--- src/rtl/blood_sensor_pkg.sv ---
// Shared types and helpers for the blood sensor receive path.
package blood_sensor_pkg;

    localparam int unsigned SENSOR_DATA_W = 8;

    typedef enum logic [2:0] {
        StIdle,
        StStart,
        StData,
        StParity,
        StStop,
        StBreak
    } rx_state_t;

    // True when data plus its parity bit carry an even number of ones.
    function automatic logic even_parity(input logic [SENSOR_DATA_W-1:0] data, input logic p);
        return ~(^{data, p});
    endfunction

endpackage

--- src/rtl/sync_2ff.sv ---
// Two-flop synchronizer for asynchronous sensor lines; resets to the idle-high level.
module sync_2ff (
    input  logic clk,
    input  logic rst,
    input  logic asyncIn,
    output logic syncOut
);

    logic [1:0] stageQ;

    always_ff @(posedge clk) begin
        if (rst) begin
            stageQ <= 2'b11;
        end else begin
            stageQ <= {stageQ[0], asyncIn};
        end
    end

    assign syncOut = stageQ[1];

endmodule

--- src/rtl/blood_sensor_rx.sv ---
// Serial receiver for the blood sensor: start/8 data MSB first/even parity/stop,
// delivering a registered bloodSensor word with one-cycle status strobes.
module blood_sensor_rx
    import blood_sensor_pkg::*;
#(
    parameter int unsigned CLKS_PER_BIT = 16,
    parameter int unsigned DATA_W       = SENSOR_DATA_W
) (
    input  logic              clk,
    input  logic              rst,
    input  logic              sensorRx,
    output logic [DATA_W-1:0] bloodSensor,
    output logic              sensorValid,
    output logic              parityError,
    output logic              frameError,
    output logic              busy
);

    localparam int unsigned TimerW  = $clog2(CLKS_PER_BIT);
    localparam int unsigned BitCntW = $clog2(DATA_W);
    localparam logic [TimerW-1:0]  HalfBit = TimerW'(CLKS_PER_BIT / 2 - 1);
    localparam logic [TimerW-1:0]  FullBit = TimerW'(CLKS_PER_BIT - 1);
    localparam logic [BitCntW-1:0] LastBit = BitCntW'(DATA_W - 1);

    logic rxS;

    sync_2ff u_sync (
        .clk     (clk),
        .rst     (rst),
        .asyncIn (sensorRx),
        .syncOut (rxS)
    );

    rx_state_t          stateQ, stateD;
    logic [TimerW-1:0]  timerQ, timerD;
    logic [BitCntW-1:0] bitCntQ, bitCntD;
    logic [DATA_W-1:0]  shiftQ, shiftD;
    logic               parityQ, parityD;
    logic [DATA_W-1:0]  bloodQ, bloodD;
    logic               validQ, validD;
    logic               parErrQ, parErrD;
    logic               frmErrQ, frmErrD;
    logic               busyQ, busyD;
    logic [1:0]         settleQ;
    logic               armedQ;
    logic               timerDone;

    // rxS reflects the real line only once the synchronizer has flushed its reset
    // value; a start needs a genuine high first, so a frame cut by reset is ignored.
    always_ff @(posedge clk) begin
        if (rst) begin
            settleQ <= 2'b11;
            armedQ  <= 1'b0;
        end else begin
            settleQ <= {settleQ[0], 1'b0};
            armedQ  <= armedQ | (~settleQ[1] & rxS);
        end
    end

    assign timerDone = (timerQ == '0);

    always_comb begin
        stateD  = stateQ;
        timerD  = timerQ;
        bitCntD = bitCntQ;
        shiftD  = shiftQ;
        parityD = parityQ;
        bloodD  = bloodQ;
        validD  = 1'b0;
        parErrD = 1'b0;
        frmErrD = 1'b0;
        case (stateQ)
            StIdle: begin
                if (armedQ && !rxS) begin
                    stateD = StStart;
                    timerD = HalfBit;
                end
            end
            StStart: begin
                if (!timerDone) begin
                    timerD = timerQ - 1'b1;
                end else if (!rxS) begin
                    stateD  = StData;
                    timerD  = FullBit;
                    bitCntD = '0;
                end else begin
                    stateD = StIdle;
                end
            end
            StData: begin
                if (!timerDone) begin
                    timerD = timerQ - 1'b1;
                end else begin
                    shiftD  = {shiftQ[DATA_W-2:0], rxS};
                    bitCntD = bitCntQ + 1'b1;
                    timerD  = FullBit;
                    if (bitCntQ == LastBit) begin
                        stateD = StParity;
                    end
                end
            end
            StParity: begin
                if (!timerDone) begin
                    timerD = timerQ - 1'b1;
                end else begin
                    parityD = rxS;
                    timerD  = FullBit;
                    stateD  = StStop;
                end
            end
            StStop: begin
                if (!timerDone) begin
                    timerD = timerQ - 1'b1;
                end else if (!rxS) begin
                    frmErrD = 1'b1;
                    stateD  = StBreak;
                end else begin
                    stateD = StIdle;
                    if (even_parity(shiftQ, parityQ)) begin
                        bloodD = shiftQ;
                        validD = 1'b1;
                    end else begin
                        parErrD = 1'b1;
                    end
                end
            end
            StBreak: begin
                if (rxS) begin
                    stateD = StIdle;
                end
            end
            default: stateD = StIdle;
        endcase
        busyD = (stateD != StIdle);
    end

    always_ff @(posedge clk) begin
        if (rst) begin
            stateQ  <= StIdle;
            timerQ  <= '0;
            bitCntQ <= '0;
            shiftQ  <= '0;
            parityQ <= 1'b0;
            bloodQ  <= '0;
            validQ  <= 1'b0;
            parErrQ <= 1'b0;
            frmErrQ <= 1'b0;
            busyQ   <= 1'b0;
        end else begin
            stateQ  <= stateD;
            timerQ  <= timerD;
            bitCntQ <= bitCntD;
            shiftQ  <= shiftD;
            parityQ <= parityD;
            bloodQ  <= bloodD;
            validQ  <= validD;
            parErrQ <= parErrD;
            frmErrQ <= frmErrD;
            busyQ   <= busyD;
        end
    end

    assign bloodSensor = bloodQ;
    assign sensorValid = validQ;
    assign parityError = parErrQ;
    assign frameError  = frmErrQ;
    assign busy        = busyQ;

endmodule

--- config.mk ---
export PLATFORM = sky130hd
export DESIGN_NAME = blood_sensor_rx
export DESIGN_NICKNAME = d
export VERILOG_FILES = /design/src/rtl/blood_sensor_pkg.sv /design/src/rtl/sync_2ff.sv /design/src/rtl/blood_sensor_rx.sv
export SDC_FILE = /design/constraint.sdc
export NUM_CORES = 1
export LEC_CHECK = 0
export CAP_MARGIN = 20
export CORE_MARGIN = 1
export CORE_UTILIZATION = 38
export CTS_CLUSTER_SIZE = 8
export DETAILED_ROUTE_END_ITERATION = 8
export HOLD_SLACK_MARGIN = 0.03
export PLACE_DENSITY_LB_ADDON = 0.25
export RECOVER_POWER = 25
export SETUP_SLACK_MARGIN = 0.4
export SYNTH_ARGS = -nofsm -noshare
export SYNTH_HDL_FRONTEND = slang
export SYNTH_SLANG_ARGS = --single-unit
--- constraint.sdc ---
create_clock -name clk -period 2.4 [get_ports clk]
set_clock_uncertainty 0.1 [all_clocks]
set_input_delay 0.24 -clock clk [delete_from_list [all_inputs] [get_ports clk]]
set_output_delay 0.24 -clock clk [all_outputs]
set_load 0.05 [all_outputs]
==> flow_metrics.tcl, run 1 <==
set metrics [dict create \
    finalSetupViolCount 0 \
    dp_hpwl_mm 2.09 \
    fill_cells 379 \
    vias 1223 \
    synth_cell_types 37 \
    end_kind "flop" \
    final_cell_mix "dfxtp_1 (35), nor2_1 (25), mux2i_1 (17)" \
    cts_tree "done" \
    seqPwrFrac_pct 45.9 \
    clockRootBuffer "clkbuf_8" \
    slew_viol_final 0 \
    gp_congestion 0.759 \
    syn_inst 177 \
    synthFlopType "dfxtp_1" \
    antenna_found_initial 0 \
    drive_above_1_share_pct 14.9 \
    ant_nets 0 \
    synth_edf_count 0 \
    core_area_sq_um 4060 \
    final_common_cell "dfxtp_1" \
    critPathLaunchType "flop" \
    p_clk_share_pct 28.1 \
    max_freq_mhz 521 \
    min_to "u_sync.stageQ[1]" \
    first_pass_iters 4 \
    r2r_slack_ns 0.48 \
    syn_to_final_growth_pct 19.8 \
    cts_made_buffers 5 \
    grt_pass1_vias 1087 \
    routed_wl_mm 2.99 \
    synth-compound-area-share_pct 9.01 \
    hold_viol 0 \
    yosysWarnings 0 \
    cts_sinks 36 \
    portBuffers 14 \
    switching_share_pct 32.4 \
    ios 15 \
    die_h_um 67.7 \
    grt_pass1_wl_mm 4.84 \
    worstMarginPinSlew_ns 0.732 \
    hold_path_depth 1 \
    clockBufferDepth 2 \
    drt_iter0_markers 53 \
    syn_area_per_cell_sq_um 9.26 \
    cp.arrival_ns 2.03 \
    status "completed" \
    async_flop_share_pct 0 \
    p_sw_uw 480 \
    period_share_pct 79.9 \
    fp.dieArea_sq_um 4580 \
    clk_pin_slew_worst_paths_ns 0.07 \
    htreeDepth 2 \
    synth_top_family_by_area "simple AND/OR/NAND/NOR gates" \
    p_int_uw 1000 \
    detail_route.vias_per_cell 5.01 \
    cp.required_ns 2.51 \
    grt-ovfl-total 0 \
    syn-num-nets 183 \
    worstSkewPairLatency_ns 0.29 \
    fin_util_pct 48.4 \
    synth_mux_area_share_pct 11.1 \
    netlist_area_sq_um 1640 \
    rsz0062_at_grt "true" \
    hp-class "reg -> reg" \
    grt_usage_pct 14.2 \
    die_w_um 67.7 \
    drc 0 \
    cts-hold-fix-buffers 0 \
    num_rows 23 \
    hold_start "u_sync.stageQ[0]" \
    fin_total_pwr_uw 1480 \
    initial_core_util_pct 40.4 \
    leakagePower_uw 0.000797 \
    r2r-start "timerQ[0]" \
    synth_seq_cells 36 \
    r2r_cells 7 \
    power.density_nw_per_um2 754 \
    crit_fanout 6 \
    fin_setup_tns_ns 0 \
    synthSimpleGateAreaFrac_pct 22.8 \
    grt_max_degree 28 \
    synth_seq_area_share_pct 44.0 \
    drv_cap 0 \
    wl_per_cell_um 12.3 \
    diodes 0 \
    synth_fa_ha_area_share_pct 2.29 \
    final_nets 199 \
    combPwrFrac_pct 26.0 \
    relSlewSlack_pct 51.0 \
    synthXorXnorAreaFrac_pct 6.64 \
    critPathKind "reg -> reg" \
    ir_drop_mv 0.361 \
    rr_endpoint "busy" \
    min_period_ns 1.92 \
]
-- layout make-up --
class | count | area, sq um | share of cell area [%]
repair buffers | 19 | 186 | 9.50
flip-flops and latches | 36 | 722 | 36.8
well taps | 50 | 62.6 | 3.19
clock buffers | 5 | 68.8 | 3.51
inverters | 6 | 22.5 | 1.15
multi-input cells | 125 | 882 | 44.9
clock inverters | 3 | 18.8 | 0.956
-- cell usage after synthesis (all sizes together) (2+ instances only) --
cell type	n	area, sq um
or2b	2	15.0
xnor2	8	77.6
nand2	5	18.8
o21ai	6	30.0
a211oi	3	22.5
nand3	5	25.0
nand2b	12	75.1
buf	2	16.3
dfxtp	36	721
a21oi	9	45.0
inv	6	22.5
nor3	5	25.0
mux2i	17	170
nor2	26	97.6
and3	2	12.5
or2	5	31.3
clkbuf	8	30.0
ha	3	37.5
nor2b	3	26.3
-- per-layer routing --
| layer | part of all wire [%] | up-vias | wire, um | GRT usage (%) |
|---|---|---|---|---|
| li1 | - | 628 | - | - |
| met1 | 47 | 578 | 1400 | 17.9 |
| met2 | 49 | 12 | 1450 | 22.0 |
| met3 | 3.1 | 5 | 92 | 5.57 |
| met4 | 1.5 | 0 | 44 | 4.79 |
| met5 | 0 | - | 0 | 0 |
-- worst max path at each step --
stage,end,cells after the start,from
after floorplan,timerQ[3],7,timerQ[0]
after global placement,shiftQ[1],7,timerQ[0]
after detailed placement,timerQ[3],7,timerQ[0]
after CTS,busy,7,timerQ[0]
after global routing,busy,7,timerQ[0]
final,busy,7,timerQ[0]
-- registers in the layout, summed over array words and instances, names as in the netlist, 2 cells and up --
register       count
bitCntQ            3
shiftQ             8
timerQ             4
u_sync.stageQ      2
stateQ             3
bloodSensor        8
settleQ            2
-- worst max-delay path, cell delays in order (launching register included) --
cell	delay, ns
dfxtp_2	0.34
inv_1	0.06
ha_2	0.20
or3b_4	0.41
nor2_2	0.24
nand3_1	0.15
and2_1	0.23
a31oi_1	0.12
-- metrics by stage --
step / cells / hold WS, ns / worst slack, ns / area, sq um
floorplan: 177 / 0.168 / 0.576 / 1640
global placement: 235 / 0.291 / 0.512 / 1830
detailed placement: 235 / 0.295 / 0.370 / 1830
CTS: 243 / 0.319 / 0.379 / 1920
global route: 244 / 0.335 / 0.346 / 1960
finish: 244 / 0.310 / 0.482 / 1960
-- cell families (layout without fill, tap and decap cells) --
kind of cell	count (synthesis)	after routing
flops	36	36
xor+xnor	10	10
compound gates	24	24
fa+ha+maj	3	3
simple gates	70	70
mux	18	18
buf+inv	16	33
-- power by group through the flow --
stage | logic, uW | clock network [uW] | registers (uW)
floorplan | 251 | 0 | 690
global placement | 330 | 0 | 685
detailed placement | 345 | 0 | 687
CTS | 354 | 437 | 675
global route | 413 | 467 | 689
finish | 385 | 415 | 680
-- timing repair --
action,4_1_cts,5_1_grt
pin swaps,0,1
cloned,0,0
buffers inserted,0,1
setup endpoints to repair,4,24
resized for setup,3,7
Note: power is estimated with default switching activity, not from simulation.
==> inputs of run 2 (changes only) <==
- clock period: 2.4 -> 1.91 ns (I/O delays scaled with it)
==> run 2 against run 1 <==
Compared with the run above: setup slack lost 0.38 ns; sequential share of layout area shrank 3.9 points; register-to-register slack lost 0.38 ns; global-route usage grew 2.5 points; core utilization grew 7.3 points; hold slack lost 0.0048 ns; clock-buffer cell count grew 1; sequential power grew 26%; fmax grew 6.1%.
==> flow_metrics.tcl, run 2 (synthesis gave the netlist of run 1 again) <==
set metrics [dict create \
    place_ws_ns 0.0937 \
    fin_util_pct 55.7 \
    drc 0 \
    syn_to_final_growth_pct 37.8 \
    initial_core_util_pct 40.4 \
    r2r_cells 7 \
    clk_pin_slew_worst_paths_ns 0.07 \
    cp_slowest_stage_delay_ns 0.40 \
    diodes 0 \
    crit_fanout 4 \
    final_common_cell "dfxtp_1" \
    gp_congestion 0.789 \
    rr_endpoint "timerQ[2]" \
    fin_setup_tns_ns 0 \
    period_share_pct 94.6 \
    finalSetupViolCount 0 \
    die_w_um 67.7 \
    wl_per_cell_um 12.9 \
    fin_ws_ns 0.103 \
    worstSkewPairLatency_ns 0.29 \
    rsz0062_at_grt "true" \
    vias 1301 \
    cpMaxStageDelayCell "or3b_4" \
    grt_pass1_vias 1229 \
    path_depth 7 \
    startpoint "timerQ[1]" \
    critPathLaunchType "flop" \
    antenna_found_initial 0 \
    min_period_ns 1.81 \
    path_buf_inv 1 \
    path_cells "inv_2, ha_4, or3b_4, a2111oi_4, nor2b_4, a21oi_1, nor3_1" \
    hold_viol 0 \
    ir_drop_mv 0.627 \
    critPathKind "reg -> reg" \
    hp-class "reg -> reg" \
    cts_sinks 36 \
    grt-ovfl-total 0 \
    cts-hold-fix-buffers 0 \
    final_nets 218 \
    die_h_um 67.7 \
    cp.arrival_ns 1.86 \
    leakagePower_uw 0.000959 \
    crit_end "timerQ[2]" \
    cp_top_family "simple AND/OR/NAND/NOR gates" \
    routed_wl_mm 3.38 \
    r2r_slack_ns 0.10 \
    fp.dieArea_sq_um 4580 \
    cts_made_buffers 5 \
    r2r-start "timerQ[1]" \
    grt_pass1_wl_mm 5.50 \
    ant_nets 0 \
    num_rows 23 \
    htreeDepth 2 \
    drv_cap 0 \
    grt_usage_pct 16.7 \
    dp_hpwl_mm 2.21 \
    detail_route.vias_per_cell 4.97 \
    core_area_sq_um 4060 \
    drive_above_1_share_pct 34.4 \
    clockBufferDepth 2 \
    clockRootBuffer "clkbuf_8" \
    max_freq_mhz 553 \
    first_pass_iters 4 \
    stdcell_area_sq_um 2260 \
    slew_viol_final 0 \
    final_cell_mix "dfxtp_1 (25), nor2_1 (24), mux2i_1 (15), buf_4 (15), nand2b_1 (12)" \
    grt_max_degree 30 \
    cts_tree "done" \
    portBuffers 14 \
    status "completed" \
    ios 15 \
    drt_iter0_markers 40 \
    dpl_cell_area_sq_um 1940 \
    end_kind "flop" \
    relSlewSlack_pct 60.8 \
    cp.required_ns 1.96 \
    timing.hold.ws_ns 0.306 \
    power.density_nw_per_um2 934 \
    worstMarginPinSlew_ns 0.590 \
]
## run 2: cell types whose count changed in the layout (fill, tap and decap cells not counted), moves of 3 or more
cell / change
buf_4: +12
dlygate4sd2_1: +11
dfxtp_1: -10
buf_6: +7
clkdlybuf4s50_1: -7
dfxtp_2: +7
dlygate4sd3_1: -5
xnor2_1: -5
xnor2_2: +4
dfxtp_4: +3
## run 2: through the flow
stage          total power [uW]  cells
3_3_place_gp               1360    238
6_report                   2110    262
5_1_grt                    2230    262
2_1_floorplan              1260    177
4_1_cts                    2090    259
3_5_place_dp               1390    238
## run 2: area by class of cell
type / instances / area, sq um
Timing Repair Buffer: 38 / 335
Inverter: 6 / 22.5
Clock inverter: 1 / 5.00
Sequential cell: 36 / 742
Clock buffer: 6 / 72.6
Multi-Input combinational cell: 125 / 1020
Tap cell: 50 / 62.6
Fill cell: 362 / 1800
## run 2: worst min-delay path by stage
stage,cells past startpoint,slack [ns],start,to
3_3_place_gp,1,0.29,u_sync.stageQ[0],u_sync.stageQ[1]
4_1_cts,1,0.31,settleQ[0],settleQ[1]
3_5_place_dp,1,0.30,u_sync.stageQ[0],u_sync.stageQ[1]
2_1_floorplan,0,0.12,rst,settleQ[0]
6_report,1,0.31,settleQ[0],settleQ[1]
5_1_grt,1,0.32,settleQ[0],settleQ[1]
## run 2: routing by layer
| layer | track usage (%) | vias to the layer above | wire length (um) |
|---|---|---|---|
| met5 | 0 | - | 0 |
| met3 | 5.57 | 7 | 106 |
| met2 | 27.4 | 20 | 1650 |
| met1 | 19.8 | 610 | 1560 |
| li1 | - | 664 | - |
| met4 | 7.18 | 0 | 59 |
## run 2: timing repair
action	CTS	global route
setup buffers	13	3
gates cloned	1	0
resized for setup	39	10
pin swaps	9	6
setup endpoints to repair	41	31
## run 2: worst reg2reg max path: stages (launching register included)
cell and delay (ns):
dfxtp_2 0.32, inv_2 0.06, ha_4 0.14, or3b_4 0.40, a2111oi_4 0.35, nor2b_4 0.09, a21oi_1 0.16, nor3_1 0.06
## run 2: where the power goes
part	internal, uW	leakage, uW	switching, uW	total, uW
Combinational	385	0.000620	360	745
Clock	248	0.0000410	261	509
Sequential	795	0.000298	59.2	855
Total	1430	0.000959	680	2110
